===== config.mk =====
export PLATFORM = sky130hd
export DESIGN_NAME = mem_port_arbiter_flat
export DESIGN_NICKNAME = d
export VERILOG_FILES = /design/src/rtl/mem_arb_pkg.sv /design/src/rtl/mem_port_arbiter_if.sv /design/src/rtl/mem_arb_wait_timer.sv /design/src/rtl/mem_port_arbiter.sv /design/src/flat_wrapper.sv
export SDC_FILE = /design/constraint.sdc
export NUM_CORES = 1
export LEC_CHECK = 0
export ABC_AREA = 1
export CORE_UTILIZATION = 38
export DETAILED_ROUTE_END_ITERATION = 16
export GPL_TIMING_DRIVEN = 0
export HOLD_SLACK_MARGIN = 0.08
export PLACE_DENSITY_LB_ADDON = 0.2
export SKIP_LAST_GASP = 1
export SYNTH_ARGS = -nofsm -noshare
export SYNTH_HDL_FRONTEND = slang
export SYNTH_SLANG_ARGS = --single-unit

===== constraint.sdc =====
create_clock -name clk -period 1.5 [get_ports clk]
set_input_delay 0.3 -clock clk [delete_from_list [all_inputs] [get_ports clk]]
set_output_delay 0.3 -clock clk [all_outputs]
set_load 0.005 [all_outputs]

===== src/rtl/mem_arb_pkg.sv =====
// Shared types for the unified-memory arbiter: FSM state encoding, grant
// encoding and the fixed-priority arbitration rule.
package mem_arb_pkg;

    localparam int STATE_W = 3;

    typedef enum logic [STATE_W-1:0] {
        ST_IDLE    = 3'd0,
        ST_BUSY_IF = 3'd1,
        ST_BUSY_DM = 3'd2,
        ST_RESP_IF = 3'd3,
        ST_RESP_DM = 3'd4
    } arb_state_e;

    typedef enum logic [1:0] {
        GNT_NONE = 2'd0,
        GNT_IF   = 2'd1,
        GNT_DM   = 2'd2
    } grant_e;

    // DM normally wins; a starved fetch overrides it.
    function automatic grant_e arbitrate(input logic if_req,
                                         input logic dm_req,
                                         input logic if_starved);
        if (dm_req && !(if_req && if_starved)) begin
            return GNT_DM;
        end
        if (if_req) begin
            return GNT_IF;
        end
        return GNT_NONE;
    endfunction

endpackage


===== src/rtl/mem_port_arbiter_if.sv =====
// Pipeline-side (IF/DM) and memory-side signals of the unified-memory arbiter.
// The arbiter uses the slave view; the pipeline/memory environment uses master.
interface mem_port_arbiter_if #(
    parameter int DATA_W = 32,
    parameter int ADDR_W = 32
);
    logic              if_req;
    logic [ADDR_W-1:0] if_addr;
    logic [DATA_W-1:0] if_rdata;
    logic              if_stall;

    logic              dm_req;
    logic              dm_we;
    logic [ADDR_W-1:0] dm_addr;
    logic [DATA_W-1:0] dm_wdata;
    logic [DATA_W-1:0] dm_rdata;
    logic              dm_stall;

    logic              mem_req;
    logic              mem_we;
    logic [ADDR_W-1:0] mem_addr;
    logic [DATA_W-1:0] mem_wdata;
    logic [DATA_W-1:0] mem_rdata;
    logic              mem_ready;

    logic              bus_err;

    modport slave (
        input  if_req, if_addr, dm_req, dm_we, dm_addr, dm_wdata, mem_rdata, mem_ready,
        output if_rdata, if_stall, dm_rdata, dm_stall, mem_req, mem_we, mem_addr, mem_wdata,
               bus_err
    );

    modport master (
        output if_req, if_addr, dm_req, dm_we, dm_addr, dm_wdata, mem_rdata, mem_ready,
        input  if_rdata, if_stall, dm_rdata, dm_stall, mem_req, mem_we, mem_addr, mem_wdata,
               bus_err
    );

endinterface


===== src/rtl/mem_arb_wait_timer.sv =====
// Wait counter for a memory access in flight. tc fires in the cycle whose
// increment would bring the count to MAX_WAIT, i.e. the last allowed wait cycle.
module mem_arb_wait_timer #(
    parameter int MAX_WAIT = 15,
    parameter int CNT_W    = $clog2(MAX_WAIT + 1)
) (
    input  logic             clk,
    input  logic             reset,
    input  logic             clr,
    input  logic             en,
    input  logic             load,
    input  logic [CNT_W-1:0] load_val,
    output logic             tc
);

    logic [CNT_W-1:0] count_q, count_d;

    always_comb begin
        count_d = count_q;
        if (clr) begin
            count_d = '0;
        end else if (load) begin
            count_d = load_val;
        end else if (en && (count_q != CNT_W'(MAX_WAIT))) begin
            count_d = count_q + CNT_W'(1);
        end
    end

    assign tc = en && (count_q == CNT_W'(MAX_WAIT - 1));

    always_ff @(posedge clk or negedge reset) begin
        if (!reset) begin
            count_q <= '0;
        end else begin
            count_q <= count_d;
        end
    end

endmodule


===== src/rtl/mem_port_arbiter.sv =====
// Serialises instruction-fetch and data-memory accesses onto one single-port
// memory, stalls the losing port, bounds fetch starvation and flags timeouts.
module mem_port_arbiter
    import mem_arb_pkg::*;
#(
    parameter int DATA_W       = 32,
    parameter int ADDR_W       = 32,
    parameter int STARVE_LIMIT = 4,
    parameter int MAX_WAIT     = 15
) (
    input  logic              clk,
    input  logic              reset,
    mem_port_arbiter_if.slave bus
);

    localparam int STARVE_W = $clog2(STARVE_LIMIT + 1);

    arb_state_e          state_q, state_d;
    logic [STARVE_W-1:0] starve_cnt_q, starve_cnt_d;
    logic [ADDR_W-1:0]   hold_addr_q, hold_addr_d;
    logic [DATA_W-1:0]   hold_wdata_q, hold_wdata_d;
    logic                mem_req_q, mem_req_d;
    logic                mem_we_q, mem_we_d;
    logic [DATA_W-1:0]   if_rdata_q, if_rdata_d;
    logic [DATA_W-1:0]   dm_rdata_q, dm_rdata_d;
    logic                bus_err_q, bus_err_d;

    logic   timer_clr;
    logic   timer_en;
    logic   timer_tc;
    logic   busy_if;
    grant_e grant;

    assign grant = arbitrate(bus.if_req, bus.dm_req,
                             starve_cnt_q == STARVE_W'(STARVE_LIMIT));

    mem_arb_wait_timer #(
        .MAX_WAIT (MAX_WAIT)
    ) u_wait_timer (
        .clk      (clk),
        .reset    (reset),
        .clr      (timer_clr),
        .en       (timer_en),
        .load     (1'b0),
        .load_val ('0),
        .tc       (timer_tc)
    );

    // mem_req/mem_we are derived from the next state so they are clean flops
    // that stay asserted for exactly the BUSY cycles.
    always_comb begin
        state_d      = state_q;
        starve_cnt_d = starve_cnt_q;
        hold_addr_d  = hold_addr_q;
        hold_wdata_d = hold_wdata_q;
        mem_req_d    = 1'b0;
        mem_we_d     = 1'b0;
        if_rdata_d   = if_rdata_q;
        dm_rdata_d   = dm_rdata_q;
        bus_err_d    = bus_err_q;
        timer_clr    = 1'b0;
        timer_en     = 1'b0;
        busy_if      = (state_q == ST_BUSY_IF);

        case (state_q)
            ST_IDLE: begin
                case (grant)
                    GNT_DM: begin
                        state_d      = ST_BUSY_DM;
                        hold_addr_d  = bus.dm_addr;
                        hold_wdata_d = bus.dm_wdata;
                        mem_req_d    = 1'b1;
                        mem_we_d     = bus.dm_we;
                        timer_clr    = 1'b1;
                        if (bus.if_req && (starve_cnt_q != STARVE_W'(STARVE_LIMIT))) begin
                            starve_cnt_d = starve_cnt_q + STARVE_W'(1);
                        end
                    end
                    GNT_IF: begin
                        state_d      = ST_BUSY_IF;
                        hold_addr_d  = bus.if_addr;
                        hold_wdata_d = '0;
                        mem_req_d    = 1'b1;
                        mem_we_d     = 1'b0;
                        timer_clr    = 1'b1;
                        starve_cnt_d = '0;
                    end
                    default: ;
                endcase
            end
            ST_BUSY_IF, ST_BUSY_DM: begin
                timer_en = !bus.mem_ready;
                if (bus.mem_ready) begin
                    state_d = busy_if ? ST_RESP_IF : ST_RESP_DM;
                    if (busy_if) begin
                        if_rdata_d = bus.mem_rdata;
                    end else if (!mem_we_q) begin
                        dm_rdata_d = bus.mem_rdata;
                    end
                end else if (timer_tc) begin
                    state_d   = busy_if ? ST_RESP_IF : ST_RESP_DM;
                    bus_err_d = 1'b1;
                    if (busy_if) begin
                        if_rdata_d = '0;
                    end else begin
                        dm_rdata_d = '0;
                    end
                end else begin
                    mem_req_d = 1'b1;
                    mem_we_d  = mem_we_q;
                end
            end
            ST_RESP_IF, ST_RESP_DM: begin
                state_d = ST_IDLE;
            end
            default: begin
                state_d = ST_IDLE;
            end
        endcase
    end

    always_ff @(posedge clk or negedge reset) begin
        if (!reset) begin
            state_q      <= ST_IDLE;
            starve_cnt_q <= '0;
            hold_addr_q  <= '0;
            hold_wdata_q <= '0;
            mem_req_q    <= 1'b0;
            mem_we_q     <= 1'b0;
            if_rdata_q   <= '0;
            dm_rdata_q   <= '0;
            bus_err_q    <= 1'b0;
        end else begin
            state_q      <= state_d;
            starve_cnt_q <= starve_cnt_d;
            hold_addr_q  <= hold_addr_d;
            hold_wdata_q <= hold_wdata_d;
            mem_req_q    <= mem_req_d;
            mem_we_q     <= mem_we_d;
            if_rdata_q   <= if_rdata_d;
            dm_rdata_q   <= dm_rdata_d;
            bus_err_q    <= bus_err_d;
        end
    end

    // Stalls are gated by reset so every output reads 0 while reset is held.
    assign bus.if_stall  = reset && bus.if_req && (state_q != ST_RESP_IF);
    assign bus.dm_stall  = reset && bus.dm_req && (state_q != ST_RESP_DM);
    assign bus.if_rdata  = if_rdata_q;
    assign bus.dm_rdata  = dm_rdata_q;
    assign bus.mem_req   = mem_req_q;
    assign bus.mem_we    = mem_we_q;
    assign bus.mem_addr  = hold_addr_q;
    assign bus.mem_wdata = hold_wdata_q;
    assign bus.bus_err   = bus_err_q;

endmodule

===== src/flat_wrapper.sv =====
// flat-port wrapper written by rule: the top's interface ports become plain ports
module mem_port_arbiter_flat import mem_arb_pkg::*;
#(
    parameter int DATA_W       = 32,
    parameter int ADDR_W       = 32,
    parameter int STARVE_LIMIT = 4,
    parameter int MAX_WAIT     = 15
)
  (clk, reset, bus_if_req, bus_if_addr, bus_dm_req, bus_dm_we, bus_dm_addr, bus_dm_wdata, bus_mem_rdata, bus_mem_ready, bus_if_rdata, bus_if_stall, bus_dm_rdata, bus_dm_stall, bus_mem_req, bus_mem_we, bus_mem_addr, bus_mem_wdata, bus_bus_err);
  mem_port_arbiter_if #(.DATA_W(DATA_W), .ADDR_W(ADDR_W)) bus_i ();
  input  logic clk;
  input  logic reset;
  input wire logic [$bits(bus_i.if_req)-1:0] bus_if_req;
  input wire logic [$bits(bus_i.if_addr)-1:0] bus_if_addr;
  input wire logic [$bits(bus_i.dm_req)-1:0] bus_dm_req;
  input wire logic [$bits(bus_i.dm_we)-1:0] bus_dm_we;
  input wire logic [$bits(bus_i.dm_addr)-1:0] bus_dm_addr;
  input wire logic [$bits(bus_i.dm_wdata)-1:0] bus_dm_wdata;
  input wire logic [$bits(bus_i.mem_rdata)-1:0] bus_mem_rdata;
  input wire logic [$bits(bus_i.mem_ready)-1:0] bus_mem_ready;
  output wire logic [$bits(bus_i.if_rdata)-1:0] bus_if_rdata;
  output wire logic [$bits(bus_i.if_stall)-1:0] bus_if_stall;
  output wire logic [$bits(bus_i.dm_rdata)-1:0] bus_dm_rdata;
  output wire logic [$bits(bus_i.dm_stall)-1:0] bus_dm_stall;
  output wire logic [$bits(bus_i.mem_req)-1:0] bus_mem_req;
  output wire logic [$bits(bus_i.mem_we)-1:0] bus_mem_we;
  output wire logic [$bits(bus_i.mem_addr)-1:0] bus_mem_addr;
  output wire logic [$bits(bus_i.mem_wdata)-1:0] bus_mem_wdata;
  output wire logic [$bits(bus_i.bus_err)-1:0] bus_bus_err;
  assign bus_i.if_req = bus_if_req;
  assign bus_i.if_addr = bus_if_addr;
  assign bus_i.dm_req = bus_dm_req;
  assign bus_i.dm_we = bus_dm_we;
  assign bus_i.dm_addr = bus_dm_addr;
  assign bus_i.dm_wdata = bus_dm_wdata;
  assign bus_i.mem_rdata = bus_mem_rdata;
  assign bus_i.mem_ready = bus_mem_ready;
  assign bus_if_rdata = bus_i.if_rdata;
  assign bus_if_stall = bus_i.if_stall;
  assign bus_dm_rdata = bus_i.dm_rdata;
  assign bus_dm_stall = bus_i.dm_stall;
  assign bus_mem_req = bus_i.mem_req;
  assign bus_mem_we = bus_i.mem_we;
  assign bus_mem_addr = bus_i.mem_addr;
  assign bus_mem_wdata = bus_i.mem_wdata;
  assign bus_bus_err = bus_i.bus_err;
  mem_port_arbiter #(.DATA_W(DATA_W), .ADDR_W(ADDR_W), .STARVE_LIMIT(STARVE_LIMIT), .MAX_WAIT(MAX_WAIT)) u_core (.clk(clk), .reset(reset), .bus(bus_i));
endmodule

Word-level counts from Yosys, hierarchy flattened. Cells that the tools add are included.

Reductions and logical operators: 23. Equal/unequal tests: 14. Add/sub/neg operators: 2. Bitwise gates (word level): 2. Multiplexer cells: 37.

Operator list (number): $mux W32 (9); $pmux W32 S2 (2); $pmux W3 S2 (3); $mux W3 (4); $mux W1 (11); $logic_and A1 B1 Y1 (9); $ne A3 B3 Y1 const B (3); $reduce_and A3 Y1 (3); $mux W2 (4); $mux W4 (2); $ne A3 B2 Y1 const B (2); $reduce_bool A2 Y1 (3); $add A4 B1 Y4 const B (1); $eq A4 B4 Y1 const B (1); $ne A4 B4 Y1 const B (1); $pmux W1 S2 (2); $reduce_and A2 Y1 (2); $reduce_and A4 Y1 (1); $reduce_or A2 Y1 (2); $add A3 B1 Y3 const B (1); $eq A3 B1 Y1 const B (1); $eq A3 B2 Y1 const B (1); $eq A3 B3 Y1 const B (1); $logic_not A3 Y1 (1); other kinds (6) (8).

Logic and storage cells: 88. Register bits: 141. Output and inout bits: 133.

Longest topological paths before layout. Gate-level depths: netlist of the first run.

Depth after elaboration: 13. Gate-level depth with buffers: 10. Mapped depth without buffers: 9.

Cells and area by module. Synthesis of the first run repeated with hierarchy kept, for this count alone.

Cell total of the unflattened synthesis: 722. Area, all modules: 6139.6 um^2.

By module, submodules not included: mem_port_arbiter (cells an instance 681, times used 1, area each 5849.4 um^2); mem_arb_wait_timer (cells an instance 41, times used 1, area each 290.3 um^2).

Worst setup path before layout of the first run. Ideal clock, no wire load.

Path type: flip-flop to flip-flop. From: register u_core.starve_cnt_q[0]. To: register u_core.hold_addr_q[10], in the netlist u_core.bus.mem_addr[10]. Arrival time: 1274 ps. Path buffers: 2. Data required time: 1383 ps. Period minus slack after synthesis: 1390 ps. Slack: 110 ps. Stages on the path, launching flop included: 10. Library setup time: 117 ps. Path through: dfrtp_1 -> inv_1 -> ha_1 -> nand2_1 -> a21oi_2 -> buf_4 -> buf_2 -> o21ai_0 -> nand2_1 -> nand2_1.

Cells in the longest elaborated chain, start to end: 9. Elaborated cells on any way between the ends: 11. Classes of those cells: eq/ne: 3; mux: 3; reduce/logical: 5.

RTL lines: start, declared (line mem_port_arbiter.sv:19) `logic [STARVE_W-1:0] starve_cnt_q, starve_cnt_d;`; start signal, assigned (line mem_port_arbiter.sv:135) `starve_cnt_q <= starve_cnt_d;`; $eq A3 B3 Y1 (*) (line mem_port_arbiter.sv:35) `starve_cnt_q == STARVE_W'(STARVE_LIMIT));`; $logic_and A1 B1 Y1 (*) (line mem_arb_pkg.sv:25) `if (dm_req && !(if_req && if_starved)) begin`; $logic_not A1 Y1 (*) (line mem_arb_pkg.sv:25); $logic_and A1 B1 Y1 (*) (line mem_arb_pkg.sv:25); $mux W1 (*) (line mem_arb_pkg.sv:25); $mux W2 (*) (line mem_arb_pkg.sv:28) `if (if_req) begin`; $eq A2 B1 Y1 / $eq A2 B2 Y1 (equally long branches) (line mem_port_arbiter.sv:67) `case (grant)`; $reduce_bool A2 Y1 (no line); $reduce_and A2 Y1 (no line); end signal, assigned (line mem_port_arbiter.sv:136) `hold_addr_q <= hold_addr_d;`; end, declared (line mem_port_arbiter.sv:20) `logic [ADDR_W-1:0] hold_addr_q, hold_addr_d;`.

Every way passes the cells marked *; elsewhere a longest branch is shown, timed or not. A chain may end at the register's enable or synchronous reset.

Worst setup path in the final report of the first run.
From: register u_core.starve_cnt_q[0]. To: register u_core.hold_addr_q[7], in the netlist u_core.bus.mem_addr[7].

Same word-level chain as after synthesis.

==> metrics.yaml, run 1 <==
detailed_routing:
  ant_nets: 0
  wire_per_inst_um: 14.9
  vias: 5883
  drt_iter0_markers: 339
  dr.pass1.iters: 5
  viasPerCell: 4.63
  drc: 0
  wl_um: 19000
clock_network:
  clock_sinks: 141
  cts_max_path_buffers: 2
  cts_tree: "done"
  cts_root_buf: "clkbuf_16"
  clk_latency_ns: 0.41
  htreeDepth: 4
  cts.clk_slew.worst_paths_ns: 0.06
  cts_buffers: 17
outcome:
  outcome: "complete, but fails checks"
  violations: "setup timing"
synth:
  synthCells: 713
  ys_async_sr_fraction: 1.00
  ys_seq_area_frac: 0.588
  synth_area_leaders: "dfrtp_1 (59%), nand2_1 (19%), o21ai_0 (8.6%)"
  synth_edf_count: 0
  yosys.area.top_type_share: 0.588
  syn-num-nets: 851
  netlist_area_mm2: 0.00600
  synthFlopType: "dfrtp_1"
  yosys.area.top_type: "dfrtp_1"
  ys_warn_count: 0
  ys_seq_elements: 141
  synth_area_per_cell_um2: 8.42
  synth.distinct_cells: 22
global_route:
  grt_max_degree: 40
  grt_pass1_vias: 5796
  grt_remaining_overflow: 0
  antenna_found_initial: 0
  grt_use_total: 0.233
  grt_first_pass_wirelength_um: 29500
place:
  pre_cts_ws_ns: -0.975
  placed_area_mm2: 0.00895
  place.detailed.hpwl_um: 12200
  io_buffers: 265
  gp_congestion: 0.765
timing:
  finalWorstSetupSlack_ns: -0.0805
  worstMarginPinSlew_ns: 0.933
  min_period_over_period: 1.05
  final_hold_viol_count: 0
  setup_viol: 36
  rsz0062_at_grt: "yes"
  slew_violations: 0
  max_freq_mhz: 633
  timing.final.crit_period_ns: 1.58
  fin_worst_skew_ns: 0.00809
  max_slew_margin: 0.376
power:
  power.share.sequential: 0.344
  p_clk_frac: 0.221
  pwr_density_cell_mw_per_mm2: 1760
  ir_drop_mv: 0.975
  p_int_mw: 11.8
  power.switching_mw: 6.33
  leakagePower_nw: 5.43
  combPwrFrac: 0.435
  swShare: 0.348
worst_setup_path:
  critPathKind: "reg2reg"
  cp-start-kind: "register"
  path_max_fanout: 7
  cp.arrival_ns: 1.92
  end_kind: "register"
  cp.required_ns: 1.84
  regToRegSetupSlack_ns: -0.08
final_layout:
  nets: 1187
  fin_area_mm2: 0.0103
  drive_gt1_frac: 0.161
  syn_to_final_growth_pct: 71.9
  fillers: 1317
  diodes: 0
die:
  die_w_um: 128
  dieHeight_um: 128
  die_area_mm2: 0.0163
  io_pins: 267
  initial_core_util: 0.392
  placementRows: 45
  core_mm2: 0.0153
job:
  maxCapViolCount: 0
hold_path:
  hp-class: "in2reg"
-- power by group through the flow --
stage	logic, mW	clock network (mW)	registers [mW]
CTS	7.22	4.08	6.24
detailed placement	7.37	0	6.32
global placement	7.25	0	6.33
finish	7.90	4.01	6.25
floorplan	2.82	0	6.44
global route	8.77	4.26	6.47
-- logic make-up after synthesis --
family | Yosys count | synth area share
adder cells (fa/ha/maj) | 4 | 0.00834
buffers and inverters | 90 | 0.0644
flip-flops | 141 | 0.588
AO/OA/AOI/OAI | 110 | 0.0950
AND/OR/NAND/NOR | 365 | 0.240
XOR/XNOR | 3 | 0.00438
-- timing repair --
action | in CTS | in global routing
setup buffers | 27 | 10
endpoints found under the setup margin | 261 | 139
hold endpoints to repair | 103 | 70
hold buffers | 2 | 3
gates cloned | 7 | 5
gates resized for setup | 251 | 111
pin swaps | 21 | 27
-- through the flow --
step	hold WS, ns	setup TNS [ns]	util	std cells	power (mW)
after CTS	-0.281	-1.51	0.653	1257	17.5
after floorplan	0.00441	0	-	713	9.26
final	0.271	-1.37	0.674	1272	18.2
after detailed placement	0.339	-40.48	0.584	1190	13.7
after global routing	0.292	-8.17	0.674	1272	19.5
after global placement	0.461	-842.40	0.582	1189	13.6
-- cells in the final DEF, fill, tap and decap left out, types with 3 or more instances in the layout --
cell and instances:
nand2_2 14, clkbuf_4 3, dlygate4sd2_1 132, dlygate4sd3_1 3, ha_1 3, o21ai_0 39, buf_4 39, clkbuf_8 6
dfrtp_1 141, inv_2 7, clkbuf_16 19, buf_6 22, buf_8 6, o21ai_2 13, clkinvlp_4 4, o21ai_1 52
a21oi_4 3, inv_1 42, nand3_1 44, nand2_1 291, buf_12 3, buf_2 6, clkbuf_1 5, clkdlybuf4s50_1 129
nand2_4 7
-- routing by layer --
metal | GRT usage | part of all wire
met3 | 0.0572 | 0.055
met4 | 0.0747 | 0.016
met1 | 0.295 | 0.44
met2 | 0.393 | 0.49
met5 | 0 | 0
-- path summary, 6_finish.rpt --
check,cells past startpoint,start,to
setup / recovery,10,u_core.starve_cnt_q[0],u_core.bus.mem_addr[7]
hold / removal,3,bus_mem_ready,u_core.bus.dm_rdata[31]
setup reg to reg,10,u_core.starve_cnt_q[0],u_core.bus.mem_addr[7]
hold reg to reg,2,u_core.bus.mem_addr[12],u_core.bus.mem_addr[12]
max in group asynchronous,3,reset,u_core.bus.mem_wdata[16]
min in group asynchronous,3,reset,u_core.bus.mem_addr[9]
-- area by class of cell --
cell class,count,area (um^2),share of cell area
flip-flops and latches,141,3530,0.342
repair buffers,316,3050,0.296
multi-input cells,483,2320,0.225
clock buffers,22,474,0.0460
plain buffers,40,402,0.0389
well taps,211,264,0.0256
inverters,50,190,0.0184
clock inverters,9,87.6,0.00849
-- critical path, stage by stage (launching register included) --
cell     delay (ns)
dfrtp_1        0.39
inv_2          0.09
ha_4           0.16
nand2_4        0.06
a21oi_4        0.23
buf_8          0.19
buf_8          0.13
nand2_2        0.05
o21ai_2        0.05
nand2_1        0.07
nand2_1        0.09
-- Yosys cell counts (2+ instances only) --
cell      count
a21oi_2       2
buf_2        20
buf_4         6
clkbuf_1     13
dfrtp_1     141
ha_1          4
inv_1        49
nand2_1     310
nand2_2       3
nand3_1      47
nor2_1        2
nor3_1        2
o21ai_0     103
o21bai_1      2
xor2_1        2
-- sequential cells by signal, indices dropped and copies added (netlist names) --
name,cells
u_core.bus.dm_rdata,32
u_core.bus.if_rdata,32
u_core.bus.mem_addr,32
u_core.bus.mem_wdata,32
u_core.u_wait_timer.count_q,4
u_core.starve_cnt_q,3
u_core.state_q,3
u_core.bus.bus_err,1
u_core.bus.mem_req,1
u_core.bus.mem_we,1
(Power assumes the default switching activity.)
==> run 2: changes to the inputs <==
Settings changed: CORE_UTILIZATION 38 to 30, CTS_BUF_LIST set to sky130_fd_sc_hd__clkbuf_2, GPL_ROUTABILITY_DRIVEN set to 0.
==> run 2 against run 1 <==
Compared with the run above: power is 3.3% higher; highest routed layer unchanged; wire length rose by 16%; via count increased by 9.7%; die area up 26%; global-route usage down 3.4 points; sequential cell count did not move; worst setup slack worse by 0.36 ns; design area rose by 9.1%; cell count is 14% higher; fmax shrank 19%; the flow finishes with violations (hold timing, setup timing); count of clock-buffer cells in the layout is 5 lower.
==> metrics.yaml, run 2 (synthesized netlist as in run 1, its figures left out) <==
die:
  core_mm2: 0.0195  # was 0.0153 mm^2
  io_pins: 267  # unchanged
  placementRows: 51  # was 45
  initial_core_util: 0.307  # was 0.392
  die_area_mm2: 0.0206  # was 0.0163 mm^2
  die_w_um: 143  # was 128 um
  dieHeight_um: 143  # was 128 um
final_layout:
  nets: 1305  # was 1,187
  utilization: 0.576  # was 0.674
  drive_gt1_frac: 0.366  # was 0.161
  syn_to_final_growth_pct: 87.5  # was 71.9%
  final_common_cell: "nand2_1"  # unchanged
  layout_common_cells: "nand2_1 (271), dfrtp_1 (139), buf_2 (135)"  # was nand2_1 (291), dfrtp_1 (141), dlygate4sd2_1 (132)
clock_network:
  cts_buffers: 17  # unchanged
  cts.clk_slew.worst_paths_ns: 0.23  # was 0.06 ns
  clock_sinks: 141  # unchanged
  cts_root_buf: "clkbuf_2"  # was clkbuf_16
  cts_tree: "done"  # unchanged
  clk_latency_ns: 0.72  # was 0.41 ns
  htreeDepth: 4  # unchanged
  cts_max_path_buffers: 2  # unchanged
detailed_routing:
  dr.pass1.iters: 4  # was 5
  drc: 0  # unchanged
  drt_iter0_markers: 268  # was 339
  wire_per_inst_um: 15.3  # was 14.9 um
  vias: 6455  # was 5,883
  viasPerCell: 4.47  # was 4.63
  wl_um: 22100  # was 19,000 um
  ant_nets: 0  # unchanged
power:
  pwr_density_cell_mw_per_mm2: 1670  # was 1760 mW/mm^2
  finalPower_mw: 18.8  # was 18.2 mW
  ir_drop_mv: 0.904  # was 0.975 mV
  leakagePower_nw: 5.81  # was 5.43 nW
timing:
  max_slew_margin: 0.661  # was 0.376
  final_hold_viol_count: 96  # was 0
  finalWorstSetupSlack_ns: -0.444  # was -0.0805 ns
  timing.final.crit_period_ns: 1.94  # was 1.58 ns
  timing.hold.ws_ns: -0.513  # was 0.271 ns
  max_freq_mhz: 514  # was 633 MHz
  setup_viol: 263  # was 36
  slew_violations: 0  # unchanged
  fin_worst_skew_ns: 0.0390  # was 0.00809 ns
  min_period_over_period: 1.30  # was 1.05
  rsz0062_at_grt: "yes"  # unchanged
  worstMarginPinSlew_ns: 0.509  # was 0.933 ns
worst_setup_path:
  r2r_cells: 10  # unchanged
  cp-start-kind: "primary input"  # was register
  path_max_fanout: 6  # was 7
  end_kind: "output pin"  # was register
  cp.arrival_ns: 1.64  # was 1.92 ns
  cp.required_ns: 1.20  # was 1.84 ns
  critPathKind: "in2out"  # was reg2reg
place:
  place.detailed.hpwl_um: 13000  # was 12,200 um
  io_buffers: 265  # unchanged
global_route:
  grt_max_degree: 54  # was 40
  grt_first_pass_wirelength_um: 31300  # was 29,500 um
  antenna_found_initial: 1  # was 0
  grt_pass1_vias: 6123  # was 5,796
  grt_use_total: 0.199  # was 0.233
  grt_remaining_overflow: 0  # unchanged
outcome:
  outcome: "complete, but fails checks"  # unchanged
  violations: "hold timing, setup timing"  # was setup timing
job:
  maxCapViolCount: 0  # unchanged
hold_path:
  hp-class: "in2async"  # was in2reg
## run 2: cell types whose count changed in the layout (fill, tap and decap cells not counted), sizes merged, moves of 2 or more
| cell | previous run | this run |
|---|---|---|
| buf | 78 | 272 |
| dlygate4sd2 | 132 | 0 |
| dlygate4sd3 | 3 | 50 |
| inv | 51 | 56 |
| bufinv | 1 | 3 |
| clkbuf | 33 | 35 |
| clkdlybuf4s50 | 129 | 131 |
| nand2 | 313 | 315 |
## run 2: worst paths after layout
check / startpoint / slack (ns) / end
worst min-delay path: reset / -0.51 / u_core.bus.if_rdata[5]
worst max register to register: u_core.state_q[2] / -0.18 / u_core.u_wait_timer.count_q[3]
worst max-delay path: bus_if_req / -0.44 / bus_if_stall
max in group asynchronous: reset / 1.22 / u_core.bus.mem_wdata[10]
worst min register to register: u_core.bus.mem_addr[20] / 0.49 / u_core.bus.mem_addr[20]
min in group clk: bus_mem_rdata[6] / 0.12 / u_core.bus.if_rdata[6]
## run 2: metal layers
layer | vias up | part of all wire | global-route usage
met5 | - | 0 | 0
met4 | 0 | 0.019 | 0.0728
met3 | 25 | 0.058 | 0.0503
met2 | 186 | 0.50 | 0.327
met1 | 3063 | 0.43 | 0.254
li1 | 3181 | - | -
## run 2: cell type report
cell class | count | area, um^2
Sequential cell | 141 | 3530
Clock inverter | 14 | 181
Timing Repair Buffer | 435 | 3830
Antenna cell | 1 | 2.50
Inverter | 50 | 208
Buffer | 37 | 454
Tap cell | 265 | 332
Multi-Input combinational cell | 485 | 2630
Clock buffer | 17 | 85.1
Fill cell | 1799 | 8270
## run 2: repair_timing
item	CTS	global route
gates cloned	10	14
gates resized for setup	709	182
buffers inserted	57	49
pin swaps	34	66
endpoints found under the hold margin	184	152
hold buffers	39	11
endpoints found under the setup margin	265	266
## run 2: critical path, stage by stage
cell and delay [ns]:
clkdlybuf4s50_1 0.68, inv_2 0.19, a311oi_2 0.30, buf_2 0.17
## run 2: stage by stage
stage	setup TNS [ns]	setup WS, ns	instance area (um^2)	cells	hold WS, ns
after floorplan	0	0.110	6000	713	0.00441
after global placement	-889.96	-5.96	8990	1243	0.462
after detailed placement	-45.98	-1.02	9020	1244	0.291
after CTS	-23.82	-0.488	10100	1380	-0.549
after global routing	-43.99	-0.560	11300	1445	-0.585
final	-20.50	-0.444	11300	1445	-0.513
## run 2: report_power, final
group / internal (mW) / switching (mW)
combinational: 5.32 / 4.70
clock: 0.956 / 1.53
sequential: 5.39 / 0.876
total: 11.7 / 7.11
